===== src/rtl/pc_fetch_unit.sv =====
// Sequential instruction-fetch stage: fetches via imem req/ack, hands words to decode via valid/ready,
// and writes PC/LR into the special register file. Define PC_FETCH_BRANCH_LINK_EN to enable the LR write on branch-with-link.
module pc_fetch_unit #(
  parameter logic [31:0] RESET_PC = 32'h0000_0000,
  parameter logic [31:0] PC_INC   = 32'd4
) (
  input  logic        clk,
  input  logic        reset,
  input  logic        halt,
  output logic        imem_req,
  output logic [31:0] imem_addr,
  input  logic        imem_ack,
  input  logic [31:0] imem_rdata,
  output logic        instr_valid,
  output logic [31:0] instr,
  output logic [31:0] instr_pc,
  input  logic        instr_ready,
  input  logic        br_taken,
  input  logic [31:0] br_target,
  input  logic        br_link,
  output logic        wr_pc,
  output logic [31:0] wr_pc_data,
  output logic        wr_lr,
  output logic [31:0] wr_lr_data
);

  typedef enum logic [1:0] {IDLE, FETCH, HOLD, HALTED} state_e;

  state_e      state_q, state_d;
  logic [31:0] pc_q, pc_d;
  logic        imem_req_q, imem_req_d;
  logic [31:0] imem_addr_q, imem_addr_d;
  logic        instr_valid_q, instr_valid_d;
  logic [31:0] instr_q, instr_d;
  logic [31:0] instr_pc_q, instr_pc_d;
  logic        wr_pc_q, wr_pc_d;
  logic [31:0] wr_pc_data_q, wr_pc_data_d;
  logic [31:0] seq_pc;
  logic [31:0] redirect_pc;

`ifdef PC_FETCH_BRANCH_LINK_EN
  logic        wr_lr_q, wr_lr_d;
  logic [31:0] wr_lr_data_q, wr_lr_data_d;
`else
  logic        unused_br_link;
  assign unused_br_link = br_link;
`endif

  assign seq_pc      = pc_q + PC_INC;
  assign redirect_pc = br_taken ? br_target : pc_q;

  // Every output is computed one cycle ahead so it can be registered; the strobes default low so they only pulse.
  always_comb begin
    state_d       = state_q;
    pc_d          = pc_q;
    imem_req_d    = imem_req_q;
    imem_addr_d   = imem_addr_q;
    instr_valid_d = instr_valid_q;
    instr_d       = instr_q;
    instr_pc_d    = instr_pc_q;
    wr_pc_d       = 1'b0;
    wr_pc_data_d  = wr_pc_data_q;
`ifdef PC_FETCH_BRANCH_LINK_EN
    wr_lr_d       = 1'b0;
    wr_lr_data_d  = wr_lr_data_q;
`endif
    case (state_q)
      IDLE: begin
        if (halt) begin
          state_d = HALTED;
        end else begin
          state_d     = FETCH;
          imem_req_d  = 1'b1;
          imem_addr_d = pc_q;
        end
      end
      FETCH: begin
        if (imem_ack) begin
          state_d       = HOLD;
          instr_d       = imem_rdata;
          instr_pc_d    = pc_q;
          pc_d          = seq_pc;
          wr_pc_d       = 1'b1;
          wr_pc_data_d  = seq_pc;
          imem_req_d    = 1'b0;
          instr_valid_d = 1'b1;
        end
      end
      HOLD: begin
        // Branch inputs matter only on the handshake; a redirect still applies when halting.
        if (instr_ready) begin
          instr_valid_d = 1'b0;
          pc_d          = redirect_pc;
          if (br_taken) begin
            wr_pc_d      = 1'b1;
            wr_pc_data_d = br_target;
`ifdef PC_FETCH_BRANCH_LINK_EN
            if (br_link) begin
              wr_lr_d      = 1'b1;
              wr_lr_data_d = instr_pc_q + PC_INC;
            end
`endif
          end
          if (halt) begin
            state_d = HALTED;
          end else begin
            state_d     = FETCH;
            imem_req_d  = 1'b1;
            imem_addr_d = redirect_pc;
          end
        end
      end
      HALTED: begin
        if (!halt) begin
          state_d     = FETCH;
          imem_req_d  = 1'b1;
          imem_addr_d = pc_q;
        end
      end
      default: begin
        state_d = IDLE;
      end
    endcase
  end

  always_ff @(posedge clk) begin
    if (reset) begin
      state_q       <= IDLE;
      pc_q          <= RESET_PC;
      imem_req_q    <= 1'b0;
      imem_addr_q   <= RESET_PC;
      instr_valid_q <= 1'b0;
      instr_q       <= '0;
      instr_pc_q    <= '0;
      wr_pc_q       <= 1'b0;
      wr_pc_data_q  <= '0;
`ifdef PC_FETCH_BRANCH_LINK_EN
      wr_lr_q       <= 1'b0;
      wr_lr_data_q  <= '0;
`endif
    end else begin
      state_q       <= state_d;
      pc_q          <= pc_d;
      imem_req_q    <= imem_req_d;
      imem_addr_q   <= imem_addr_d;
      instr_valid_q <= instr_valid_d;
      instr_q       <= instr_d;
      instr_pc_q    <= instr_pc_d;
      wr_pc_q       <= wr_pc_d;
      wr_pc_data_q  <= wr_pc_data_d;
`ifdef PC_FETCH_BRANCH_LINK_EN
      wr_lr_q       <= wr_lr_d;
      wr_lr_data_q  <= wr_lr_data_d;
`endif
    end
  end

  assign imem_req    = imem_req_q;
  assign imem_addr   = imem_addr_q;
  assign instr_valid = instr_valid_q;
  assign instr       = instr_q;
  assign instr_pc    = instr_pc_q;
  assign wr_pc       = wr_pc_q;
  assign wr_pc_data  = wr_pc_data_q;
`ifdef PC_FETCH_BRANCH_LINK_EN
  assign wr_lr       = wr_lr_q;
  assign wr_lr_data  = wr_lr_data_q;
`else
  assign wr_lr       = 1'b0;
  assign wr_lr_data  = '0;
`endif

endmodule


===== config.mk =====
export PLATFORM = sky130hd
export DESIGN_NAME = pc_fetch_unit
export DESIGN_NICKNAME = d
export VERILOG_FILES = /design/src/rtl/pc_fetch_unit.sv
export SDC_FILE = /design/constraint.sdc
export NUM_CORES = 1
export LEC_CHECK = 0
export BUFFER_PORTS_ARGS = -buffer_cell sky130_fd_sc_hd__buf_4
export CAP_MARGIN = 10
export CELL_PAD_IN_SITES_DETAIL_PLACEMENT = 1
export CELL_PAD_IN_SITES_GLOBAL_PLACEMENT = 1
export CORE_UTILIZATION = 41
export CTS_CLUSTER_DIAMETER = 30
export DETAILED_ROUTE_END_ITERATION = 8
export HOLD_SLACK_MARGIN = 0.08
export PLACE_DENSITY_LB_ADDON = 0.1
export REMOVE_ABC_BUFFERS = 1
export SLEW_MARGIN = 20
export SYNTH_ARGS = -nofsm -noshare
export SYNTH_HDL_FRONTEND = slang
export SYNTH_SLANG_ARGS = --single-unit

===== constraint.sdc =====
create_clock -name clk -period 6.5 [get_ports clk]
set_clock_uncertainty 0.1 [all_clocks]
set_input_delay 0 -clock clk [delete_from_list [all_inputs] [get_ports clk]]
set_output_delay 0 -clock clk [all_outputs]
set_load 0.02 [all_outputs]

==> impl_summary.log <==
[metrics] status: finished, final reports clean
[metrics] netlist area before placement: between 0.008 and 0.009 sq mm
[metrics] Power per Cell Area: 310 mW/mm^2
[metrics] sum of met2 wire segment lengths after detailed routing: 13800 um
[metrics] post-synthesis sequential area ratio: 40.1%
[metrics] WL per Instance: 18.3 um
[metrics] Core Box Area: 0.0196 sq mm
[metrics] most frequently used cell type in the post-synthesis netlist: nand2_1
[metrics] highest routed layer: met4
[metrics] number of clock sinks: 165
[metrics] DIE WIDTH: 144 um
[metrics] clock tree from TritonCTS: built
[metrics] share of cells above drive strength 1: 22.3%
[metrics] Clock H-tree levels: 4
[metrics] number of stages on the worst hold path: 4
[metrics] period utilization: between 50% and 60%
[metrics] buffers from clock root to sink, at most: 2
[metrics] final worst path period need: 3800 ps
[metrics] top cells by instance count after synthesis: 192 x nand2_1, 165 x dfxtp_1, 101 x a21oi_1
[metrics] measured slew at the worst slew-check pin: 1120 ps
[metrics] Critical Path RT: between 6000 and 7000 ps
[metrics] kind of critical path: reg -> reg
[metrics] maximum clock frequency: 263 MHz
[metrics] final setup vio count: 0
[metrics] CP startpoint kind: flop
[metrics] final estimated routing congestion in global placement: 0.776
[metrics] die height: around 140 um
[metrics] overall die area: 0.0207 sq mm
[metrics] Global Route Usage Sum: 26.8%
[metrics] maximum fanout along the worst path: about 100
[metrics] Row Count: 51
[metrics] CP Data Arrival Time: 4060 ps
[metrics] antenna violations before repair: 1
[metrics] dominant synthesized flop cell: dfxtp_1
[metrics] detailed-placement wirelength estimate: between 15000 and 20000 um
[metrics] placement-stage worst setup slack: roughly 3200 ps
[metrics] Slew Limit Headroom: between 20% and 30%
[metrics] WL met1: 12400 um
[metrics] number of flops mapped to enable cells by yosys: 0
[metrics] number of violations reported at the end of detailed-routing iteration 0: around 350
[metrics] clock input transition at the sequential cells of the worst setup and hold paths: approximately 70 ps
[metrics] cell type with the highest aggregate area in the netlist: dfxtp_1
[metrics] count of different cell masters after synthesis: 72
[metrics] clock buffers created by TritonCTS: 17
[metrics] share of Yosys cell area claimed by the top area cell type: 40.1%
[metrics] setup repair after global routing missed its margin: false
[metrics] cell repeated most along the worst path: buf_4
[metrics] start of the worst register-to-register path: state_q[0]$_SDFFE_PP0P_
[metrics] final number of max-transition violations: 0
[metrics] via count of the first global-routing pass: a little over 8000
[metrics] total DRC errors in the routed layout: 0
[metrics] worst setup margin: 2700 ps
[metrics] end point of the most critical hold path: wr_pc_data[30]$_SDFFE_PP0P_
[metrics] leakage: 4.35 nW
[metrics] Reg2Reg Depth: 9
[metrics] HP Class: in -> reg
[metrics] worst reg-to-reg setup slack: 2700 ps
[metrics] Total Neg Setup Slack: 0 ps
[metrics] grt ovf: 0
[metrics] cell at the root of the clock tree: clkbuf_16
[metrics] number of flip-flops and latches in the synthesized netlist: between 150 and 200
[metrics] Total Routed Length: 27800 um
[metrics] Layout Nets: 1316
[metrics] critical path cell sequence: inv_1, ha_4, buf_4, mux2i_1, nor2_4, buf_4, nor2_1, nor3_1, dlygate4sd3_1
[metrics] Synth Area per Inst: between 8 and 9 sq um
[metrics] largest net degree at the start of global routing: roughly 100
[metrics] Hold Violations, Final: 0
[metrics] capture instance of the worst register-to-register path: imem_addr[23]$_SDFFE_PP0P_
[metrics] Worst Hold Slack: roughly 110 ps
[metrics] I/O pin count: 235
[metrics] global-route wire length before repair: 43000 um
[metrics] Largest stage delay, worst path: slightly below 800 ps
[metrics] detail-routed via count per cell: 5.43
[metrics] post-route ant nets: 0
[metrics] number of buffers inserted to repair setup after CTS: 0
[metrics] detailed route wirelength on metal3: around 1200 um
[metrics] most area-consuming cells after synthesis: dfxtp_1 40%, nand2_1 8.8%, a21oi_1 6.1%, mux2i_1 4.1%, a211oi_1 3.7%
[metrics] total of buffers placed on input and output ports: 200
[metrics] total via count after detailed routing: 8238
[metrics] post-layout instance area: 0.0110 sq mm
[metrics] synthesized instance count: 1028
[metrics] PnR Total Power: 0.00342 W
[metrics] launch point of the worst hold path: imem_ack
[metrics] Synth warnings: 0
[metrics] Placed Area: 0.00964 sq mm
[metrics] Max stage delay cell, worst path: buf_4
[metrics] Area growth syn-to-layout: 33.9%
[metrics] clk_lat worst skew: 430 ps
[metrics] fraction of registers with async set or reset after synthesis: 0%
[metrics] first drt pass iteration count: 5
[metrics] effective utilization at floorplan: roughly 42%
[metrics] type of element capturing the critical path: flop
[metrics] number of max-cap violations: 0
[metrics] maximum VDD drop: 0.184 mV
[power by group]
| part | internal (W) | switching, W |
|---|---|---|
| combinational | 0.000423 | 0.000684 |
| clock | 0.000588 | 0.000466 |
| sequential | 0.00114 | 0.000121 |
| total | 0.00215 | 0.00127 |
[state kept, by name, indices dropped and copies added, names as in the netlist]
| name | count |
|---|---|
| wr_pc | 1 |
| instr | 32 |
| imem_addr | 32 |
| instr_pc | 32 |
| imem_req | 1 |
| state_q | 2 |
| wr_pc_data | 32 |
| pc_q | 32 |
| instr_valid | 1 |
[per-layer routing]
layer | GRT usage [%] | up-vias
li1 | - | 3948
met1 | 33.3 | 4048
met2 | 46.7 | 207
met3 | 5.30 | 35
met4 | 7.50 | 0
met5 | 0 | -
[placed cells by master, fill, tap and decap left out, types with 33 or more instances in the layout]
cell type | Yosys | layout
o21ai_0 | 35 | 35
a211oi_1 | 41 | 41
dfxtp_1 | 165 | 165
nor2_1 | 72 | 71
nand2_1 | 192 | 191
buf_4 | 36 | 210
a21oi_1 | 101 | 100
dlygate4sd3_1 | 0 | 76
mux2i_1 | 34 | 34
conb_1 | 1 | 33
[per-stage QoR]
step / utilization, % / cells
global route: 56.3 / 1518
finish: 56.3 / 1518
floorplan: - / 933
CTS: 56.2 / 1516
detailed placement: 49.2 / 1408
global placement: 49.2 / 1408
[cell families after synthesis]
logic type,after synthesis,synth area share [%]
muxes,39,4.82
AOI/OAI and AO/OA,269,20.8
xor gates and xnor gates,24,2.55
and+or+nand+nor,385,22.4
buffers and inverters,139,8.42
DFF,165,40.1
other,1,0.0455
adders and majority gates,6,0.912
[how the worst max path moves through the flow]
stage                            start                          end  slack, ps
6_report       state_q[0]$_SDFFE_PP0P_   imem_addr[23]$_SDFFE_PP0P_       2700
5_1_grt        state_q[0]$_SDFFE_PP0P_   imem_addr[23]$_SDFFE_PP0P_       2460
4_1_cts        state_q[0]$_SDFFE_PP0P_   imem_addr[23]$_SDFFE_PP0P_       2710
3_5_place_dp   state_q[0]$_SDFFE_PP0P_    imem_addr[6]$_SDFFE_PP0P_       3180
3_3_place_gp   state_q[0]$_SDFFE_PP0P_  wr_pc_data[14]$_SDFFE_PP0P_       3240
2_1_floorplan  state_q[0]$_SDFFE_PP0P_   imem_addr[10]$_SDFFE_PP0P_       1880
[cell type report]
class,count,area [sq um]
antenna,1,2.50
clock buffer,18,439
clock inverter,14,165
fill,2386,8560
inverter,12,45.0
multi-input combinational,756,4390
sequential,165,3300
tap,265,332
timing repair buffer,287,2360
[worst max-delay path: cells and delay by family, from the launching register on]
kind	cells	cell delay (ps)
adder cells (fa/ha/maj)	1	150
buffers and inverters	4	1930
flip-flops	1	370
multiplexers	1	280
AND/OR/NAND/NOR	3	890
[timing repair]
item                                   CTS  global route
endpoints found under the hold margin  137             0
hold buffers                            76             0
gates resized for setup                  0             0
No activity file was read; power rests on OpenSTA's default activity.
